==> src/rtl/uart_tx_fifo_drain.sv <==
// UART transmitter draining a show-ahead byte FIFO: start bit, LSB-first data, stop bit.
// Define UART_TX_PARITY_EN to insert an even-parity bit between the data and stop bits.
module uart_tx_fifo_drain #(
    parameter int DATA_BITS    = 8,
    parameter int CLKS_PER_BIT = 868
) (
    input  logic                 i_clk,
    input  logic                 i_rst,
    input  logic [DATA_BITS-1:0] i_fifo_data,
    input  logic                 i_fifo_empty,
    output logic                 o_fifo_rd_en,
    output logic                 o_tx,
    output logic                 o_busy,
    output logic                 o_done
);

    localparam int BAUD_W = (CLKS_PER_BIT > 1) ? $clog2(CLKS_PER_BIT) : 1;
    localparam int BIT_W  = (DATA_BITS > 1) ? $clog2(DATA_BITS) : 1;

    localparam logic [BAUD_W-1:0] BAUD_ZERO = BAUD_W'(32'd0);
    localparam logic [BAUD_W-1:0] BAUD_ONE  = BAUD_W'(32'd1);
    localparam logic [BAUD_W-1:0] BAUD_LAST = BAUD_W'(CLKS_PER_BIT - 1);
    localparam logic [BIT_W-1:0]  BIT_ZERO  = BIT_W'(32'd0);
    localparam logic [BIT_W-1:0]  BIT_ONE   = BIT_W'(32'd1);
    localparam logic [BIT_W-1:0]  BIT_LAST  = BIT_W'(DATA_BITS - 1);

`ifdef UART_TX_PARITY_EN
    typedef enum logic [2:0] {
        S_IDLE   = 3'd0,
        S_START  = 3'd1,
        S_DATA   = 3'd2,
        S_PARITY = 3'd3,
        S_STOP   = 3'd4
    } state_t;

    function automatic logic even_parity(input logic [DATA_BITS-1:0] word);
        return ^word;
    endfunction
`else
    typedef enum logic [2:0] {
        S_IDLE  = 3'd0,
        S_START = 3'd1,
        S_DATA  = 3'd2,
        S_STOP  = 3'd4
    } state_t;
`endif

    state_t                 state_r;
    state_t                 state_s;
    logic [BAUD_W-1:0]      baud_r;
    logic [BAUD_W-1:0]      baud_s;
    logic [BIT_W-1:0]       bit_r;
    logic [BIT_W-1:0]       bit_s;
    logic [DATA_BITS-1:0]   shift_r;
    logic [DATA_BITS-1:0]   shift_s;
    logic                   tx_r;
    logic                   tx_s;
    logic                   busy_r;
    logic                   busy_s;
    logic                   done_r;
    logic                   done_s;
    logic                   pop_s;
`ifdef UART_TX_PARITY_EN
    logic                   parity_r;
    logic                   parity_s;
`endif

    // Reset wins over a pending pop so a word is never lost into a reset.
    assign pop_s        = (state_r == S_IDLE) && !i_fifo_empty && !i_rst;
    assign o_fifo_rd_en = pop_s;
    assign o_tx         = tx_r;
    assign o_busy       = busy_r;
    assign o_done       = done_r;

    // Next-state logic: frame sequencing, baud and bit counting, shift register.
    always_comb begin
        state_s = state_r;
        baud_s  = baud_r;
        bit_s   = bit_r;
        shift_s = shift_r;
`ifdef UART_TX_PARITY_EN
        parity_s = parity_r;
`endif
        case (state_r)
            S_IDLE: begin
                if (pop_s) begin
                    shift_s = i_fifo_data;
                    baud_s  = BAUD_ZERO;
                    bit_s   = BIT_ZERO;
                    state_s = S_START;
`ifdef UART_TX_PARITY_EN
                    parity_s = even_parity(i_fifo_data);
`endif
                end else begin
                    state_s = S_IDLE;
                end
            end
            S_START: begin
                if (baud_r == BAUD_LAST) begin
                    baud_s  = BAUD_ZERO;
                    state_s = S_DATA;
                end else begin
                    baud_s = baud_r + BAUD_ONE;
                end
            end
            S_DATA: begin
                if (baud_r == BAUD_LAST) begin
                    baud_s  = BAUD_ZERO;
                    shift_s = shift_r >> 1'b1;
                    if (bit_r == BIT_LAST) begin
                        bit_s = BIT_ZERO;
`ifdef UART_TX_PARITY_EN
                        state_s = S_PARITY;
`else
                        state_s = S_STOP;
`endif
                    end else begin
                        bit_s = bit_r + BIT_ONE;
                    end
                end else begin
                    baud_s = baud_r + BAUD_ONE;
                end
            end
`ifdef UART_TX_PARITY_EN
            S_PARITY: begin
                if (baud_r == BAUD_LAST) begin
                    baud_s  = BAUD_ZERO;
                    state_s = S_STOP;
                end else begin
                    baud_s = baud_r + BAUD_ONE;
                end
            end
`endif
            S_STOP: begin
                if (baud_r == BAUD_LAST) begin
                    baud_s  = BAUD_ZERO;
                    state_s = S_IDLE;
                end else begin
                    baud_s = baud_r + BAUD_ONE;
                end
            end
            default: begin
                state_s = S_IDLE;
                baud_s  = BAUD_ZERO;
                bit_s   = BIT_ZERO;
            end
        endcase
    end

    // Outputs are computed from the next state so the registered line lines up with the state.
    always_comb begin
        tx_s   = 1'b1;
        busy_s = (state_s != S_IDLE);
        done_s = (state_s == S_STOP) && (baud_s == BAUD_LAST);
        case (state_s)
            S_IDLE:   tx_s = 1'b1;
            S_START:  tx_s = 1'b0;
            S_DATA:   tx_s = shift_s[0];
`ifdef UART_TX_PARITY_EN
            S_PARITY: tx_s = parity_s;
`endif
            S_STOP:   tx_s = 1'b1;
            default:  tx_s = 1'b1;
        endcase
    end

    // State and output registers with synchronous reset.
    always_ff @(posedge i_clk) begin
        if (i_rst) begin
            state_r <= S_IDLE;
            baud_r  <= BAUD_ZERO;
            bit_r   <= BIT_ZERO;
            shift_r <= {DATA_BITS{1'b0}};
            tx_r    <= 1'b1;
            busy_r  <= 1'b0;
            done_r  <= 1'b0;
`ifdef UART_TX_PARITY_EN
            parity_r <= 1'b0;
`endif
        end else begin
            state_r <= state_s;
            baud_r  <= baud_s;
            bit_r   <= bit_s;
            shift_r <= shift_s;
            tx_r    <= tx_s;
            busy_r  <= busy_s;
            done_r  <= done_s;
`ifdef UART_TX_PARITY_EN
            parity_r <= parity_s;
`endif
        end
    end

endmodule
==> config.mk <==
export PLATFORM = sky130hd
export DESIGN_NAME = uart_tx_fifo_drain
export DESIGN_NICKNAME = d
export VERILOG_FILES = /design/src/rtl/uart_tx_fifo_drain.sv
export SDC_FILE = /design/constraint.sdc
export NUM_CORES = 1
export LEC_CHECK = 0
export ABC_AREA = 1
export BUFFER_PORTS_ARGS = -buffer_cell sky130_fd_sc_hd__buf_2
export CORE_MARGIN = 1.5
export CORE_UTILIZATION = 61
export DETAILED_ROUTE_END_ITERATION = 7
export PLACE_DENSITY = 0.82
export SETUP_SLACK_MARGIN = 0.5
export SYNTH_ARGS = -nofsm -noshare
export SYNTH_HDL_FRONTEND = slang
export SYNTH_SLANG_ARGS = --single-unit
==> constraint.sdc <==
create_clock -name i_clk -period 3.7 [get_ports i_clk]
set_input_delay 0.74 -clock i_clk [delete_from_list [all_inputs] [get_ports i_clk]]
set_output_delay 0.74 -clock i_clk [all_outputs]
set_load 0.1 [all_outputs]
; ---- Word-level counts from Yosys, hierarchy flattened
; Cells that the tools add are included.
[totals]
register_bits = 27
inputBits = 11
out_inout_bits = 4
elab_cells = 51
[op_classes]
n_addsub = 2
eq_ne = 11
n_mux = 17
n_bitwise = 1
n_reduce_logical = 12
[ops]
columns = op, count
row1 = 3-bit two-way mux, 7
row2 = "10-bit equality test, second input constant", 2
row3 = 10-bit two-way mux, 2
row4 = 10-bit case mux with 2 select lines, 1
row5 = 8-bit two-way mux, 2
row6 = 8-bit case mux with 2 select lines, 1
row7 = 3-bit case mux with 4 select lines, 1
row8 = "10-bit by 1-bit adder with 10-bit output, second input constant", 1
row9 = "3-bit equality test, second input constant", 3
row10 = 3-bit case mux with 3 select lines, 1
row11 = "3-bit by 1-bit equality test with 1-bit output, second input constant", 2
row12 = "3-bit by 2-bit equality test with 1-bit output, second input constant", 2
row13 = 3-bit AND reduction, 2
row14 = "2-bit != test, second input constant", 2
row15 = "3-bit by 1-bit adder with 3-bit output, second input constant", 1
row16 = 1-bit logical AND, 3
row17 = 3-bit zero test, 1
row18 = 3-bit nonzero test, 1
row19 = 3-bit OR reduction, 1
row20 = 1-bit zero test, 2
row21 = 1-bit case mux with 2 select lines, 1
row22 = 2-bit nonzero test, 1
row23 = 2-bit OR reduction, 1
row24 = 1-bit two-way mux, 1
row25 = 1-bit NOT, 1

; ---- Longest topological paths before layout
[logic_depth]
ltp_word = 7
depth_mapped = 11
ltp_nobuf = 11

; ---- Worst setup path before layout
; OpenSTA, ideal clock, no wires.
[synth_path]
kind = input to output
start = in i_rst
end = out o_fifo_rd_en
t_arrival_ps = 1872
t_required_ps = 2960
setup_slack_ps = 1088
stages = 3
cell_sequence = inv_2 nand2_2 nor2_2
[synth_via]
elab_chain_len = 2
[synth_rtl]
columns = element, line
row1 = from (decl), 8  ; input logic i_rst,
row2 = 1-bit zero test, 69  ; assign pop_s = (state_r == S_IDLE) && !i_fifo_empty && !i_rst;
row3 = 1-bit logical AND, 69
row4 = to (decl), 11  ; output logic o_fifo_rd_en,
; No other way between the ends.

; ---- Final worst setup path
; Ends and elaborated chain as after synthesis.

==> metrics <==
outcome=finished clean; vias in the first global route=between 1,000 and 1,500; DRT Pass-1 Iters=5; sequential area share after synthesis=0.369; Avg Cell Area, Syn=a little under 7 um^2; clock share of power=0.252; mapped cell area=0.00147 mm^2; critical path type=input port to primary output; Fin. Hold Viols=0; Worst Path Required=around 3.0 ns; detail-routed net length per standard cell=roughly 11 um; Placed Area=~0.0016 mm^2; # hold bufs at CTS=0; startpoint types=input port; Max Clock Freq=between 300 and 400 MHz; First DRT Iteration DRCs=40; worst reg-to-reg path cell count=8; max cap viols=0; Pleak=approximately 0.70 nW; GR Layer Usage met3=0.0259; ANT nets after route=0; total CTS buffers=3; CTS Sinks=27; cell internal pwr=0.000358 W; CTS tree=done; combinational share of power=0.135; max-slew violations=0; Hold Crit Class=flip-flop to flip-flop; DR vias=1,368; Setup TNS=0 ns; crit path buf inv count=3; die area=0.00271 mm^2; met1 usage=0.298; Worst Path Arrival=between 2 and 2.5 ns; clk_skew=~0.0064 ns; drt via density=~5.3; critical path peak fanout=22; largest net degree at the start of global routing=23; # Post-CTS Setup Buffers=0; syn_nets=230; Net Sw Frac=0.281; Hold Crit Endpoint=bit_r[0]; antenna fix cells=0; slack of the worst reg-to-reg path=between 1.5 and 2 ns; pwr/cell area=roughly 310 mW/mm^2; Yosys top cell by area=dfxtp_1; PortBufs=14; max_slew headroom=0.678; Die Y=approximately 52 um; crit end category=primary output; clock-pin slew on the worst setup and hold paths=approximately 0.14 ns; busiest grt layer=met2; critical hold path startpoint=bit_r[0]; Clock Tree Buf Depth=2; worst flop-to-flop path endpoint=bit_r[0]; met2 Use GR=0.451; GR Overflow Total=0; RSZ-0062 raised after global routing=false; initial core utilization=0.657; cells along the critical path=buf_2 > inv_2 > nand2_2 > nor2_2 > buf_2; Tmin final=between 2 and 3 ns; CORE AREA=0.00223 mm^2; library cells used by synthesis=28; H-tree depth=1; Top Ports=15; crit path max-delay cell type=buf_2; Synth top area share=0.369; CP delay by family, top=buffers and inverters; clk_lat worst skew=between 0.3 and 0.4 ns; Synth area leaders=dfxtp_1 (37%), nand2_1 (16%), nor2_1 (7.4%), inv_1 (5.4%), nand3_1 (3.8%); final setup vio count=0; switching power=around 0.00014 W; Synth Register Bits=27; dpl hpwl=roughly 2.3 mm; Final GP Congestion=about 0.87; initial antenna violation count=0; Final Cycle Share=0.759; worst vdd ir=roughly 0.28 mV; slowest stage delay, CP=0.50 ns; reg2reg start=baud_r[0]; die extent in x=~52 um; Clock Root Buffer=clkbuf_4; post-cts resize count=0; Synth warnings=0; placement row count=17; # nets final=247; DRT Wirelength=2.98 mm; register share of total power=0.613; most frequent CP cell=buf_2; post-route cell area=0.00159 mm^2; Worst Hold Depth=2; fillers=189; fraction of layout cells with a size suffix above 1=0.198; Mapped Cells=roughly 220; DR DRC count=0; global-route usage over all layers=0.248; first-pass GRT wire length=roughly 5.0 mm; worst slew pin tran=around 0.49 ns; area grow syn2layout=8.53%
[placed cells by master (no fill, tap or decap), types with 3 or more instances in the layout]
master and n:
dfxtp_1 27, nor2_2 4, nor2_1 29, ha_1 3, a31oi_1 6, a21oi_1 7, o21ai_0 5, nand2_1 64
inv_1 21, buf_2 14, clkbuf_4 3, nand3_2 3, inv_2 7, nand2_2 5, a22oi_1 3, nand3_1 11
[worst reg2reg max path, stage by stage (launching register included)]
cell and delay, ns:
dfxtp_1 0.44, ha_1 0.27, nand2_1 0.12, nor2_4 0.15, nand3_4 0.13, a21oi_1 0.16
nand3_1 0.17, o21ai_0 0.21, a21oi_1 0.06
[power groups by stage]
stage	clock, W	combinational, W	sequential (W)
2_1_floorplan	0	0.0000393	0.000322
3_3_place_gp	0	0.0000651	0.000311
3_5_place_dp	0	0.0000669	0.000311
4_1_cts	0.000126	0.0000672	0.000305
5_1_grt	0.000135	0.0000742	0.000306
6_report	0.000126	0.0000671	0.000305
[routing by layer]
layer  part of all wire  wire length, um
met3              0.027               80
met2               0.51             1510
met1               0.45             1340
met4              0.015               45
met5                  0                0
[cell families (layout without fill, tap and decap cells)]
family          count (synthesis)  count (layout)  synth area share
simple gates                  126             126             0.400
compound gates                 27              27             0.114
flops                          27              27             0.369
fa+ha+maj                       3               3            0.0256
buf+inv                        31              47            0.0794
xor+xnor                        2               2            0.0119
[metrics by stage]
| stage | instances | utilization | hold slack, ns | setup slack (ns) | total power [W] |
|---|---|---|---|---|---|
| after floorplan | 216 | - | 0.439 | 1.09 | 0.000361 |
| after global placement | 256 | 0.700 | 0.449 | 0.929 | 0.000376 |
| after detailed placement | 256 | 0.700 | 0.469 | 0.896 | 0.000378 |
| after CTS | 260 | 0.713 | 0.487 | 0.894 | 0.000498 |
| after global routing | 260 | 0.713 | 0.510 | 0.817 | 0.000515 |
| final | 260 | 0.713 | 0.486 | 0.892 | 0.000498 |
[flip-flops by register name, indices dropped and copies added (netlist names)]
name,cells
baud_r,10
shift_r,8
bit_r,3
state_r,3
o_busy,1
o_done,1
o_tx,1
[cell usage after synthesis]
cell      instances
clkbuf_1          2
nor2_2            4
nor3_1            1
nand2_1          64
nand3_2           3
a22oi_1           3
nand2_2           5
nand3b_1          1
nor3b_1           1
xor2_1            2
or2_2             1
inv_1            21
dfxtp_1          27
nor2_1           29
inv_2             7
ha_1              3
o21ai_2           1
nand3_4           2
nand4_1           2
nand3_1          11
a31oi_1           6
o21bai_2          1
a21oi_2           2
a21oi_1           7
o21ai_1           2
nor2_4            2
o21ai_0           5
clkinv_1          1
[how the worst max path moves through the flow]
stage / from / to / slack, ns / depth (start not counted)
after floorplan: i_rst / o_fifo_rd_en / 1.09 / 3
after global placement: i_rst / o_fifo_rd_en / 0.93 / 5
after detailed placement: i_rst / o_fifo_rd_en / 0.90 / 5
after CTS: i_rst / o_fifo_rd_en / 0.89 / 5
after global routing: i_rst / o_fifo_rd_en / 0.82 / 5
final: i_rst / o_fifo_rd_en / 0.89 / 5
[final cells by class]
| type | count | area [um^2] | share of cell area |
|---|---|---|---|
| multi-input cells | 158 | 810 | 0.509 |
| flip-flops and latches | 27 | 541 | 0.340 |
| inverters | 29 | 109 | 0.0684 |
| repair buffers | 14 | 70.1 | 0.0440 |
| well taps | 28 | 35.0 | 0.0220 |
| clock buffers | 3 | 22.5 | 0.0142 |
| clock inverters | 1 | 5.00 | 0.00314 |
Note: power is estimated with default switching activity, not from simulation.
